[src/rtl/jt1943_sndcmd.sv]
// Main-CPU-side sound command driver: queues command bytes, writes them to the
// sound latch with a guaranteed hold time, and generates snd_int and sres_b.
module jt1943_sndcmd #(
   parameter int FIFO_AW = 3,
   parameter int HOLD    = 64,
   parameter int INT_DIV = 12500,
   parameter int INT_W   = 8,
   parameter int RST_LEN = 16
) (
   input  logic               clk,
   input  logic               rst_n,
   input  logic               cen3,
   input  logic               main_cen,
   input  logic               cmd_we,
   input  logic [7:0]         cmd_data,
   input  logic               sres_req,
   output logic               cmd_full,
   output logic [FIFO_AW:0]   cmd_level,
   output logic               cmd_ovf,
   output logic               busy,
   output logic [7:0]         main_dout,
   output logic               main_latch_cs,
   output logic               snd_int,
   output logic               sres_b
);

   localparam int DEPTH = 1 << FIFO_AW;
   localparam int HW    = $clog2(HOLD);
   localparam int IW    = $clog2(INT_DIV);
   localparam int RW    = $clog2(RST_LEN + 1);

   typedef enum logic [1:0] {ST_IDLE, ST_WRITE, ST_HOLD} st_t;

   // ---------------- sound reset ----------------
   logic [RW-1:0] rst_cnt_q;
   logic          sres_b_q;
   logic          flush;

   always_ff @(posedge clk or negedge rst_n) begin
      if (!rst_n) begin
         rst_cnt_q <= RW'(RST_LEN);
         sres_b_q  <= 1'b0;
      end else if (sres_req) begin
         rst_cnt_q <= RW'(RST_LEN);
         sres_b_q  <= 1'b0;
      end else if (!sres_b_q && cen3) begin
         if (rst_cnt_q <= RW'(1)) begin
            rst_cnt_q <= '0;
            sres_b_q  <= 1'b1;
         end else begin
            rst_cnt_q <= rst_cnt_q - 1'b1;
         end
      end
   end

   // A pending request counts as reset already, so a same-clk push loses.
   assign flush = sres_req | ~sres_b_q;

   // ---------------- interrupt timer ----------------
   logic [IW-1:0] cnt_q;
   logic          int_q;

   always_ff @(posedge clk or negedge rst_n) begin
      if (!rst_n) begin
         cnt_q <= '0;
         int_q <= 1'b0;
      end else if (flush) begin
         cnt_q <= '0;
         int_q <= 1'b0;
      end else if (cen3) begin
         int_q <= (cnt_q < IW'(INT_W));
         cnt_q <= (cnt_q == IW'(INT_DIV - 1)) ? '0 : cnt_q + 1'b1;
      end
   end

   // ---------------- command FIFO ----------------
   logic [7:0]         mem_q [DEPTH];
   logic [FIFO_AW-1:0] wr_q, rd_q;
   logic [FIFO_AW:0]   level_q;
   logic               ovf_q;
   logic               push, pop;

   assign cmd_full = (level_q == (FIFO_AW+1)'(DEPTH));
   assign push     = cmd_we & ~cmd_full & ~flush;

   always_ff @(posedge clk) begin
      if (push) mem_q[wr_q] <= cmd_data;
   end

   always_ff @(posedge clk or negedge rst_n) begin
      if (!rst_n) begin
         wr_q    <= '0;
         rd_q    <= '0;
         level_q <= '0;
         ovf_q   <= 1'b0;
      end else begin
         ovf_q <= cmd_we & ~push;
         if (flush) begin
            wr_q    <= '0;
            rd_q    <= '0;
            level_q <= '0;
         end else begin
            if (push) wr_q <= wr_q + 1'b1;
            if (pop)  rd_q <= rd_q + 1'b1;
            unique case ({push, pop})
               2'b10:   level_q <= level_q + 1'b1;
               2'b01:   level_q <= level_q - 1'b1;
               default: level_q <= level_q;
            endcase
         end
      end
   end

   // ---------------- latch writer ----------------
   st_t           state_q, state_d;
   logic [HW-1:0] hold_q, hold_d;
   logic [7:0]    dout_q, dout_d;
   logic          cs_q, cs_d;

   always_ff @(posedge clk or negedge rst_n) begin
      if (!rst_n) begin
         state_q <= ST_IDLE;
         hold_q  <= '0;
         dout_q  <= 8'h00;
         cs_q    <= 1'b0;
      end else begin
         state_q <= state_d;
         hold_q  <= hold_d;
         dout_q  <= dout_d;
         cs_q    <= cs_d;
      end
   end

   always_comb begin
      state_d = state_q;
      hold_d  = hold_q;
      dout_d  = dout_q;
      cs_d    = cs_q;
      pop     = 1'b0;
      if (flush) begin
         state_d = ST_IDLE;
         cs_d    = 1'b0;
      end else if (main_cen) begin
         unique case (state_q)
            ST_IDLE: if (level_q != '0) begin
               dout_d  = mem_q[rd_q];
               cs_d    = 1'b1;
               pop     = 1'b1;
               state_d = ST_WRITE;
            end
            ST_WRITE: begin
               cs_d    = 1'b0;
               hold_d  = HW'(HOLD - 1);
               state_d = ST_HOLD;
            end
            ST_HOLD: begin
               if (hold_q == '0) state_d = ST_IDLE;
               else              hold_d  = hold_q - 1'b1;
            end
            default: state_d = ST_IDLE;
         endcase
      end
   end

   assign cmd_level     = level_q;
   assign cmd_ovf       = ovf_q;
   assign busy          = (level_q != '0) | (state_q != ST_IDLE);
   assign main_dout     = dout_q;
   assign main_latch_cs = cs_q;
   assign snd_int       = int_q;
   assign sres_b        = sres_b_q;

endmodule

[config.mk]
export PLATFORM = sky130hd
export DESIGN_NAME = jt1943_sndcmd
export DESIGN_NICKNAME = d
export VERILOG_FILES = /design/src/rtl/jt1943_sndcmd.sv
export SDC_FILE = /design/constraint.sdc
export NUM_CORES = 1
export LEC_CHECK = 0
export ABC_AREA = 1
export ABC_CLOCK_PERIOD_IN_PS = 1700
export BUFFER_PORTS_ARGS = -buffer_cell sky130_fd_sc_hd__buf_2
export CORE_UTILIZATION = 45
export CTS_BUF_LIST = sky130_fd_sc_hd__clkbuf_16
export CTS_CLUSTER_SIZE = 40
export DETAILED_ROUTE_END_ITERATION = 8
export GPL_TIMING_DRIVEN = 0
export PLACE_DENSITY = 0.66
export REMOVE_ABC_BUFFERS = 1
export SLEW_MARGIN = 20
export SYNTH_ARGS = -nofsm -noshare
export SYNTH_HDL_FRONTEND = slang
export SYNTH_SLANG_ARGS = --single-unit
[constraint.sdc]
create_clock -name clk -period 1.7 [get_ports clk]
set_input_delay 0.34 -clock clk [delete_from_list [all_inputs] [get_ports clk]]
set_output_delay 0.34 -clock clk [all_outputs]
set_load 0.03 [all_outputs]
## Word level (Yosys, flattened, before mapping)

Memory sizes are Yosys's and may differ from the RTL's. A register that Yosys moved wholly into a read port is not among the register bits.
Cells that the tools add are included.

| storage, ports and cells | value |
|---|---|
| bits in latches | 0 |
| memories kept | 1 |
| memory bits (read-only) | 0 |
| logic and storage cells | 94 |
| bits in writable memories | 64 |
| output and inout port bits | 18 |
| register bits after elaboration | 41 |

| operators by class | value |
|---|---|
| shift operators | 0 |
| equal/unequal tests | 9 |
| mux-type cells | 34 |
| reductions and logical operators | 21 |
| div/mod/pow operators | 0 |
| $add $sub $neg | 7 |
| bitwise gates (word level) | 9 |
| magnitude comparators | 2 |
| multiply operators | 0 |

Memory list:

| name | words | width | read ports | clocked after memory_dff | wr ports | line | text |
|---|---|---|---|---|---|---|---|
| mem_q | 8 | 8 | 1 | 1 | 1 | 77 | `logic [7:0] mem_q [DEPTH];` |

Operators with widths:

| kind | count |
|---|---|
| 2-to-1 mux 14 bit | 3 |
| nonzero test 2 bit | 8 |
| 2-to-1 mux 5 bit | 3 |
| adder 14 x 1 -> 14 bit, second input constant | 1 |
| equality test 14 bit, second input constant | 1 |
| < comparator 14 x 4 -> 1 bit, second input constant | 1 |
| 2-to-1 mux 1 bit | 14 |
| 2-to-1 mux 3 bit | 4 |
| one-hot mux 6 bit (2 select lines) | 1 |
| 2-to-1 mux 2 bit | 4 |
| one-hot mux 4 bit (2 select lines) | 1 |
| AND reduction 4 bit | 2 |
| adder 3 x 1 -> 3 bit, second input constant | 2 |
| zero test 6 bit | 1 |
| 2-to-1 mux 6 bit | 1 |
| inequality test 3 bit, second input constant | 2 |
| one-hot mux 2 bit (3 select lines) | 1 |
| AND reduction 3 bit | 2 |
| nonzero test 3 bit | 2 |
| subtractor 6 x 1 -> 6 bit, second input constant | 1 |
| <= comparator 5 x 1 -> 1 bit, second input constant | 1 |
| subtractor 5 x 1 -> 5 bit, second input constant | 1 |
| adder 4 x 1 -> 4 bit, second input constant | 1 |
| equality test 2 x 1 -> 1 bit, second input constant | 2 |
| other kinds (14) | 22 |

## Logic depth before layout (Yosys ltp)

Gate-level depths: netlist (run 1).

| logic depth | value |
|---|---|
| depth after elaboration | 8 |
| mapped depth | 14 |

## Worst setup path before layout (run 1)

No wires, ideal clock.

| timing path | value |
|---|---|
| kind | register -> register |
| from | register level_q[0] (netlist: cmd_level[0]) |
| to | memory mem_q[4][0], enable pin |
| cell stages (with the launch flop) | 7 |
| buffers on the path | 0 |
| library setup time | 370 ps |
| path slack | -228 ps |
| data required time | 1330 ps |
| arrival | 1557 ps |
| cells stage by stage | dfrtp_1 -> nor2_1 -> nand2_1 -> nand3_1 -> inv_1 -> nand2_1 -> nor2_1 |

| between the ends | value |
|---|---|
| word-level cells in the longest chain between the ends | 6 |

Ends and longest elaborated chain:

| what | line | text |
|---|---|---|
| start: declaration | 79 | `logic [FIFO_AW:0] level_q;` |
| start signal: assignment | 106 | `2'b10: level_q <= level_q + 1'b1;` |
| start signal: assignment | 107 | `2'b01: level_q <= level_q - 1'b1;` |
| start signal: assignment | 108 | `default: level_q <= level_q;` |
| equality test 4 bit | 83 | `assign cmd_full = (level_q == (FIFO_AW+1)'(DEPTH));` |
| NOT 1 bit | 84 | `assign push = cmd_we & ~cmd_full & ~flush;` |
| bitwise AND 1 bit (2 in a row) | 84 |  |
| 2-to-1 mux 1 bit | 87 | `if (push) mem_q[wr_q] <= cmd_data;` |
| 2-to-1 mux 1 bit (not written as such) | 87 |  |
| end: declaration | 77 |  |

No other way between the ends.

## Worst setup path in the final report (run 1)

| timing path | value |
|---|---|
| from | register sres_b_q (netlist: sres_b) |
| to | register level_q[3] (netlist: cmd_level[3]) |

| between the ends | value |
|---|---|
| word-level cells in the longest chain between the ends | 7 |
| elaborated cells on any way between the ends | 10 |
| classes of those cells | eq/ne: 2; mux: 3; bitwise: 4; reduce/logical: 1 |

Ends and longest elaborated chain:

| what | line | text |
|---|---|---|
| start: declaration | 36 | `logic sres_b_q;` |
| start signal: assignment | 42 | `sres_b_q <= 1'b0;` |
| start signal: assignment | 45 | `sres_b_q <= 1'b0;` |
| start signal: assignment | 49 | `sres_b_q <= 1'b1;` |
| NOT 1 bit (*) | 57 | `assign flush = sres_req \| ~sres_b_q;` |
| bitwise OR 1 bit (*) | 57 |  |
| NOT 1 bit (no line) | - |  |
| bitwise AND 1 bit | 84 |  |
| equality test 2 x 1 -> 1 bit or equality test 2 bit (tied branches) | 105 | `unique case ({push, pop})` |
| one-hot mux 4 bit (2 select lines) | 105 |  |
| 2-to-1 mux 4 bit | 98 | `if (flush) begin` |

Every way passes the cells marked *; elsewhere a longest branch is shown, timed or not.
A chain may end at the register's enable or synchronous reset.

==> flow_metrics.tcl, run 1 <==
set metrics [dict create \
    status "finished with violations" \
    violations "negative setup slack" \
    cts_tree "done" \
    setup_ws_ns -0.299 \
    die_x_um 108 \
    startpoint "sres_b$_DFFE_PN0P_" \
    yosysTopAreaCell "edfxtp_1" \
    diodes 0 \
    fmax_ghz 0.500 \
    cp.required_ns 1.99 \
    num_vias 4123 \
    synthTopCellsByCount "nand2_1 (81), nor2_1 (72), edfxtp_1 (64)" \
    post-route-cell-area_sq_um 6760 \
    crit_chain "inv_2, nor2_4, buf_6, nand2_4, nor2_4, nand2_4, inv_4, ha_4, nand4_1, nand2_1, inv_1, nand3_1, nand3_1, nand2_1" \
    worstReg2RegStart "sres_b$_DFFE_PN0P_" \
    htreeDepth 4 \
    antenna_found_initial 0 \
    seq_area_sq_um 3160 \
    async_reset_ff_share_pct 43.4 \
    cts_root_buf "clkbuf_16" \
    whs_path_depth 1 \
    io_pins 32 \
    drt-pass1-iter-count 5 \
    cellPowerDensity_nw_per_um2 1150 \
    ys_ff_latch 113 \
    synth_top_area_share_pct 37.9 \
    cpPeakStageDelay_ns 0.35 \
    slew_violations 0 \
    portBuffers 31 \
    endpoint_kind "flop" \
    r2r-end "cmd_level[3]$_DFFE_PN0P_" \
    hold_path.class "input port to flop" \
    cts.path.max_buffers 2 \
    place_ws_ns -1.06 \
    ir_drop_mv 1.04 \
    min_to "mem_q[0][0]$_DFFE_PP_" \
    rsz0062_at_grt "yes" \
    skew_ns 0.0130 \
    timing.final.crit_share_pct 118 \
    reg2reg_slack_ns -0.30 \
    worst_pin_slew_ns 0.710 \
    cap_violations 0 \
    multi_input_area_sq_um 1870 \
    worst_r2r_path_depth 14 \
    ys_types 38 \
    die_area_sq_um 11700 \
    synth_most_common_cell "nand2_1" \
    rows 38 \
    yosys-top-cells-area "edfxtp_1 (38%), dfrtp_1 (24%), nand2_1 (6.0%), nor2_1 (5.3%), o21ai_0 (4.7%)" \
    timing.slew.headroom_pct 52.6 \
    grt_pass1_wl_um 20000 \
    cp_slowest_cell "dfrtp_1" \
    setup_viol 7 \
    final_cells 741 \
    avgRoutedWirePerCell_um 18.4 \
    hold_viol_final 0 \
    grtUsageTotal_pct 23.4 \
    synth_sequential_area_ratio_pct 62.2 \
    coreArea_sq_um 10900 \
    numCtsBuffers 17 \
    syn_area_per_cell_sq_um 10.3 \
    synthCells 491 \
    gp_congestion 0.801 \
    min-delay-start "cmd_data[0]" \
    cts_num_sinks 113 \
    setup_tns_ns -0.774 \
    p_leak_nw 2.83 \
    cts.clk_slew.worst_paths_ns 0.05 \
    whs_ns 0.193 \
    synth_edf_count 64 \
    syn-cell-area_sq_um 5060 \
    finalCriticalPeriod_ns 2.00 \
    cp_num_buf_inv 4 \
    grt_max_degree 50 \
    insertion_delay_ns 0.42 \
    critPathLaunchType "flop" \
    worstSetupPathType "flop to flop" \
    cp_max_fo 4 \
    synthFlopType "edfxtp_1" \
    place_inst 648 \
    die_h_um 108 \
    viasPerCell 5.56 \
    cp.arrival_ns 2.29 \
    fillers 827 \
    yosys_warnings 0 \
    syn2layout_area_growth_pct 33.4 \
    dpl_cell_area_sq_um 5340 \
    grt_pass1_vias 3928 \
    drive_gt1_share_pct 30.6 \
    wl_um 13600 \
    cpLargestDelayFamily "simple AND/OR/NAND/NOR gates" \
    grt_overflow_total 0 \
    initial_core_util_pct 46.5 \
    hpwl_um 6580 \
    postRouteAntennaNets 0 \
    finalNetCount 611 \
    drc 0 \
    drtIter0Drc 356 \
]
-- layout make-up --
| cell class | count | area share (%) |
|---|---|---|
| Clock buffer | 17 | 6.30 |
| Clock inverter | 15 | 2.65 |
| Inverter | 45 | 2.82 |
| Multi-Input combinational cell | 319 | 27.7 |
| Sequential cell | 113 | 46.8 |
| Tap cell | 140 | 2.59 |
| Timing Repair Buffer | 91 | 11.0 |
| Timing Repair inverter | 1 | 0.111 |
-- cell usage in the layout, fill, tap and decap left out, types with 5 or more instances in the layout --
cell | Yosys | layout
buf_4 | 0 | 46
nor2_1 | 72 | 59
o21ai_0 | 48 | 47
inv_2 | 6 | 7
nand2_1 | 81 | 71
nand4_1 | 8 | 8
clkinvlp_4 | 0 | 7
nand3_1 | 23 | 19
inv_1 | 39 | 35
ha_1 | 9 | 7
buf_12 | 0 | 7
o22ai_1 | 8 | 8
o221ai_1 | 8 | 8
dfrtp_1 | 48 | 42
nand2_2 | 3 | 9
clkbuf_16 | 0 | 17
xor2_1 | 9 | 9
nor2_4 | 4 | 14
a21oi_1 | 8 | 8
nor3_1 | 6 | 5
nor2_2 | 2 | 5
o211ai_1 | 8 | 8
dfrtp_2 | 0 | 5
buf_2 | 3 | 28
edfxtp_1 | 64 | 64
buf_6 | 0 | 7
-- what timing repair did --
item                                    CTS  global route
endpoints found under the setup margin   94            86
pin swaps                                17            21
gates resized for setup                  51            28
cloned                                    1             0
hold buffers                              1             0
setup buffers                            42            17
hold endpoints to repair                 24             0
-- per-stage QoR --
step                power (mW)  util, %
floorplan                 3.76        -
global placement          4.00     49.0
detailed placement        4.04     49.0
CTS                       7.77     60.1
global route              8.07     62.0
finish                    7.79     62.0
-- routing by layer --
metal | GRT usage, % | up-vias | wire length, um
li1 | - | 1900 | -
met1 | 28.4 | 1987 | 5470
met2 | 38.4 | 189 | 6780
met3 | 5.61 | 47 | 847
met4 | 12.6 | 0 | 520
met5 | 0 | - | 0
-- worst max path at each step --
stage	end	slack [ns]	depth (start not counted)
after floorplan	cmd_level[3]$_DFFE_PN0P_	-0.47	13
after global placement	main_dout[5]$_DFFE_PN0P_	-0.98	5
after detailed placement	main_dout[2]$_DFFE_PN0P_	-1.06	5
after CTS	cmd_level[3]$_DFFE_PN0P_	-0.08	14
after global routing	cmd_level[3]$_DFFE_PN0P_	-0.41	14
final	cmd_level[3]$_DFFE_PN0P_	-0.30	14
-- worst register-to-register path, stage by stage, from the launching register on --
cell	delay [ns]
dfrtp_1	0.35
inv_2	0.05
nor2_4	0.16
buf_6	0.13
nand2_4	0.05
nor2_4	0.22
nand2_4	0.11
inv_4	0.08
ha_4	0.21
nand4_1	0.08
nand2_1	0.07
inv_1	0.09
nand3_1	0.11
nand3_1	0.11
nand2_1	0.07
-- cells by family (layout without fill, tap and decap cells) --
kind of cell / Yosys count / count (layout) / share of synthesized area [%]
simple gates: 207 / 207 / 18.0
compound gates: 89 / 89 / 10.6
flops: 113 / 113 / 62.2
mux: 1 / 1 / 0.198
buf+inv: 59 / 169 / 4.47
xor+xnor: 13 / 13 / 2.25
fa+ha+maj: 9 / 9 / 2.22
-- report_power, final --
group / internal [mW] / switching [mW]
Clock: 2.41 / 1.23
Sequential: 3.08 / 0.128
Combinational: 0.331 / 0.611
Total: 5.82 / 1.97
-- sequential cells by signal, summed over array words and instances (netlist names) --
name,cells
main_latch_cs,1
snd_int,1
wr_q,3
cmd_ovf,1
hold_q,6
rst_cnt_q,5
sres_b,1
mem_q,64
cnt_q,14
state_q,2
cmd_level,4
rd_q,3
main_dout,8
(Power assumes the default switching activity.)
==> run 2: changes to the inputs <==
--- a/config.mk
+++ b/config.mk
@@ -6,14 +6,14 @@
 export NUM_CORES = 1
 export LEC_CHECK = 0
 export ABC_AREA = 1
-export ABC_CLOCK_PERIOD_IN_PS = 1700
+export ABC_CLOCK_PERIOD_IN_PS = 2180
 export BUFFER_PORTS_ARGS = -buffer_cell sky130_fd_sc_hd__buf_2
 export CORE_UTILIZATION = 45
 export CTS_BUF_LIST = sky130_fd_sc_hd__clkbuf_16
 export CTS_CLUSTER_SIZE = 40
 export DETAILED_ROUTE_END_ITERATION = 8
 export GPL_TIMING_DRIVEN = 0
-export PLACE_DENSITY = 0.66
+export PLACE_DENSITY = 0.64
 export REMOVE_ABC_BUFFERS = 1
 export SLEW_MARGIN = 20
 export SYNTH_ARGS = -nofsm -noshare
==> constraint.sdc (replaced) <==
create_clock -name clk -period 2.18 [get_ports clk]
set_input_delay 0.436 -clock clk [delete_from_list [all_inputs] [get_ports clk]]
set_output_delay 0.436 -clock clk [all_outputs]
set_load 0.03 [all_outputs]
==> run 2 against run 1 <==
- combinational power decreased by 32%
- the flow now finishes without violations
- die area unchanged
- global-route usage decreased by 2.7 points
- core utilization is 5.7 points lower
- largest power group unchanged
- register-to-register slack better by 0.43 ns
- critical path depth shrank 7
- clock skew fell by 0.0064 ns
==> flow_metrics.tcl, run 2 (same netlist as run 1, synthesis figures left out) <==
set metrics [dict create \
    cpPeakStageDelay_ns 0.48 \
    cap_violations 0 \
    endpoint_kind "flop" \
    worst_pin_slew_ns 0.694 \
    power_mw 5.87 \
    rsz0062_at_grt "yes" \
    drtIter0Drc 241 \
    drt-pass1-iter-count 5 \
    seq_area_sq_um 3150 \
    worstSetupPathType "flop to flop" \
    cts.clk_slew.worst_paths_ns 0.05 \
    cts_num_sinks 113 \
    drive_gt1_share_pct 19.4 \
    postRouteAntennaNets 0 \
    slew_violations 0 \
    cp_max_fo 8 \
    grtUsageTotal_pct 20.7 \
    portBuffers 31 \
    hold_viol_final 0 \
    die_x_um 108 \
    hold_path.class "input port to asynchronous set/reset pin" \
    die_area_sq_um 11700 \
    initial_core_util_pct 46.5 \
    insertion_delay_ns 0.40 \
    die_h_um 108 \
    skew_ns 0.00666 \
    crit_chain "inv_1, nor2_1, nand2_1, nand3_2, inv_1, nand2_1, nor2_2" \
    whs_ns 0.0626 \
    finalCriticalPeriod_ns 2.05 \
    cp_slowest_cell "nor2_2" \
    cp.required_ns 2.22 \
    num_vias 3700 \
    fillers 904 \
    drc 0 \
    rows 38 \
    layout_commonest_cell "nand2_1" \
    grt_overflow_total 0 \
    diodes 0 \
    cts_root_buf "clkbuf_16" \
    grt_pass1_wl_um 17800 \
    wl_um 11100 \
    p_leak_nw 2.55 \
    worst_r2r_path_depth 7 \
    r2r-end "mem_q[7][0]$_DFFE_PP_" \
    fmax_ghz 0.488 \
    finalNetCount 562 \
    cellPowerDensity_nw_per_um2 957 \
    grt_max_degree 50 \
    fin_util_pct 56.4 \
    avgRoutedWirePerCell_um 16.1 \
    cts.path.max_buffers 2 \
    multi_input_area_sq_um 1750 \
    setup_tns_ns 0 \
    viasPerCell 5.35 \
    timing.slew.headroom_pct 53.8 \
    antenna_found_initial 0 \
    gp_congestion 0.838 \
    syn2layout_area_growth_pct 21.2 \
    grt_pass1_vias 3686 \
    worstReg2RegStart "cmd_level[3]$_DFFE_PN0P_" \
    htreeDepth 4 \
    setup_viol 0 \
    status "finished, final reports clean" \
    numCtsBuffers 17 \
    top_register "mem_q" \
    reg2reg_slack_ns 0.13 \
    coreArea_sq_um 10900 \
    critPathLaunchType "flop" \
    largest_register_ff_count 64 \
    cts_tree "done" \
    final_cell_mix "nand2_1 (81), edfxtp_1 (64), nor2_1 (63)" \
    io_pins 32 \
    hpwl_um 6630 \
    timing.final.crit_share_pct 93.9 \
    cp.arrival_ns 2.08 \
    ir_drop_mv 0.859 \
]
[run 2: area by class of cell]
class,instances,area share (%)
timing repair buffer,42,4.73
inverter,45,2.81
sequential,113,51.4
clock buffer,17,6.93
timing repair inverter,1,0.122
multi-input combinational,319,28.4
clock inverter,15,2.75
tap,140,2.85
[run 2: per-layer routing]
metal / share of wire [%] / up-vias / track usage (%)
li1: - / 1797 / -
met1: 45 / 1803 / 24.9
met2: 50 / 84 / 35.4
met3: 4.2 / 16 / 5.30
met4: 0.87 / 0 / 8.61
met5: 0 / - / 0
[run 2: power by group]
| group | switching, mW | total, mW | leakage (nW) | internal (mW) |
|---|---|---|---|---|
| Sequential | 0.0940 | 2.49 | 1.23 | 2.40 |
| Clock | 0.957 | 2.74 | 0.286 | 1.78 |
| Combinational | 0.432 | 0.640 | 1.03 | 0.208 |
| Total | 1.48 | 5.87 | 2.55 | 4.39 |
[run 2: critical path, delay by kind of cell, from the launching register on]
family | cells | cell delay, ns
AND/OR/NAND/NOR | 5 | 1.01
flip-flops | 1 | 0.43
buffers and inverters | 2 | 0.24
[run 2: worst max path at each step]
| stage | slack [ns] | to | cells after the start | from |
|---|---|---|---|---|
| global placement | -0.49 | mem_q[0][7]$_DFFE_PP_ | 6 | sres_req |
| global route | -0.06 | mem_q[7][0]$_DFFE_PP_ | 6 | cmd_level[0]$_DFFE_PN0P_ |
| CTS | -0.27 | mem_q[0][2]$_DFFE_PP_ | 6 | sres_b$_DFFE_PN0P_ |
| floorplan | 0.01 | cmd_level[3]$_DFFE_PN0P_ | 13 | sres_b$_DFFE_PN0P_ |
| finish | 0.13 | mem_q[7][0]$_DFFE_PP_ | 7 | cmd_level[3]$_DFFE_PN0P_ |
| detailed placement | -0.51 | main_dout[2]$_DFFE_PN0P_ | 5 | rd_q[0]$_DFFE_PN0P_ |
[run 2: repair_timing]
action | in CTS | in global routing
cloned | 1 | 0
gates resized for setup | 9 | 11
setup buffers | 2 | 9
pin swaps | 1 | 5
endpoints found under the setup margin | 77 | 74
hold buffers | 0 | 0
[run 2: stage by stage]
stage | instances | setup WS (ns) | instance area, sq um
3_5_place_dp | 648 | -0.515 | 5340
2_1_floorplan | 477 | 0.0110 | 5010
4_1_cts | 683 | -0.272 | 5980
6_report | 692 | 0.132 | 6140
3_3_place_gp | 648 | -0.490 | 5340
5_1_grt | 692 | -0.0571 | 6140
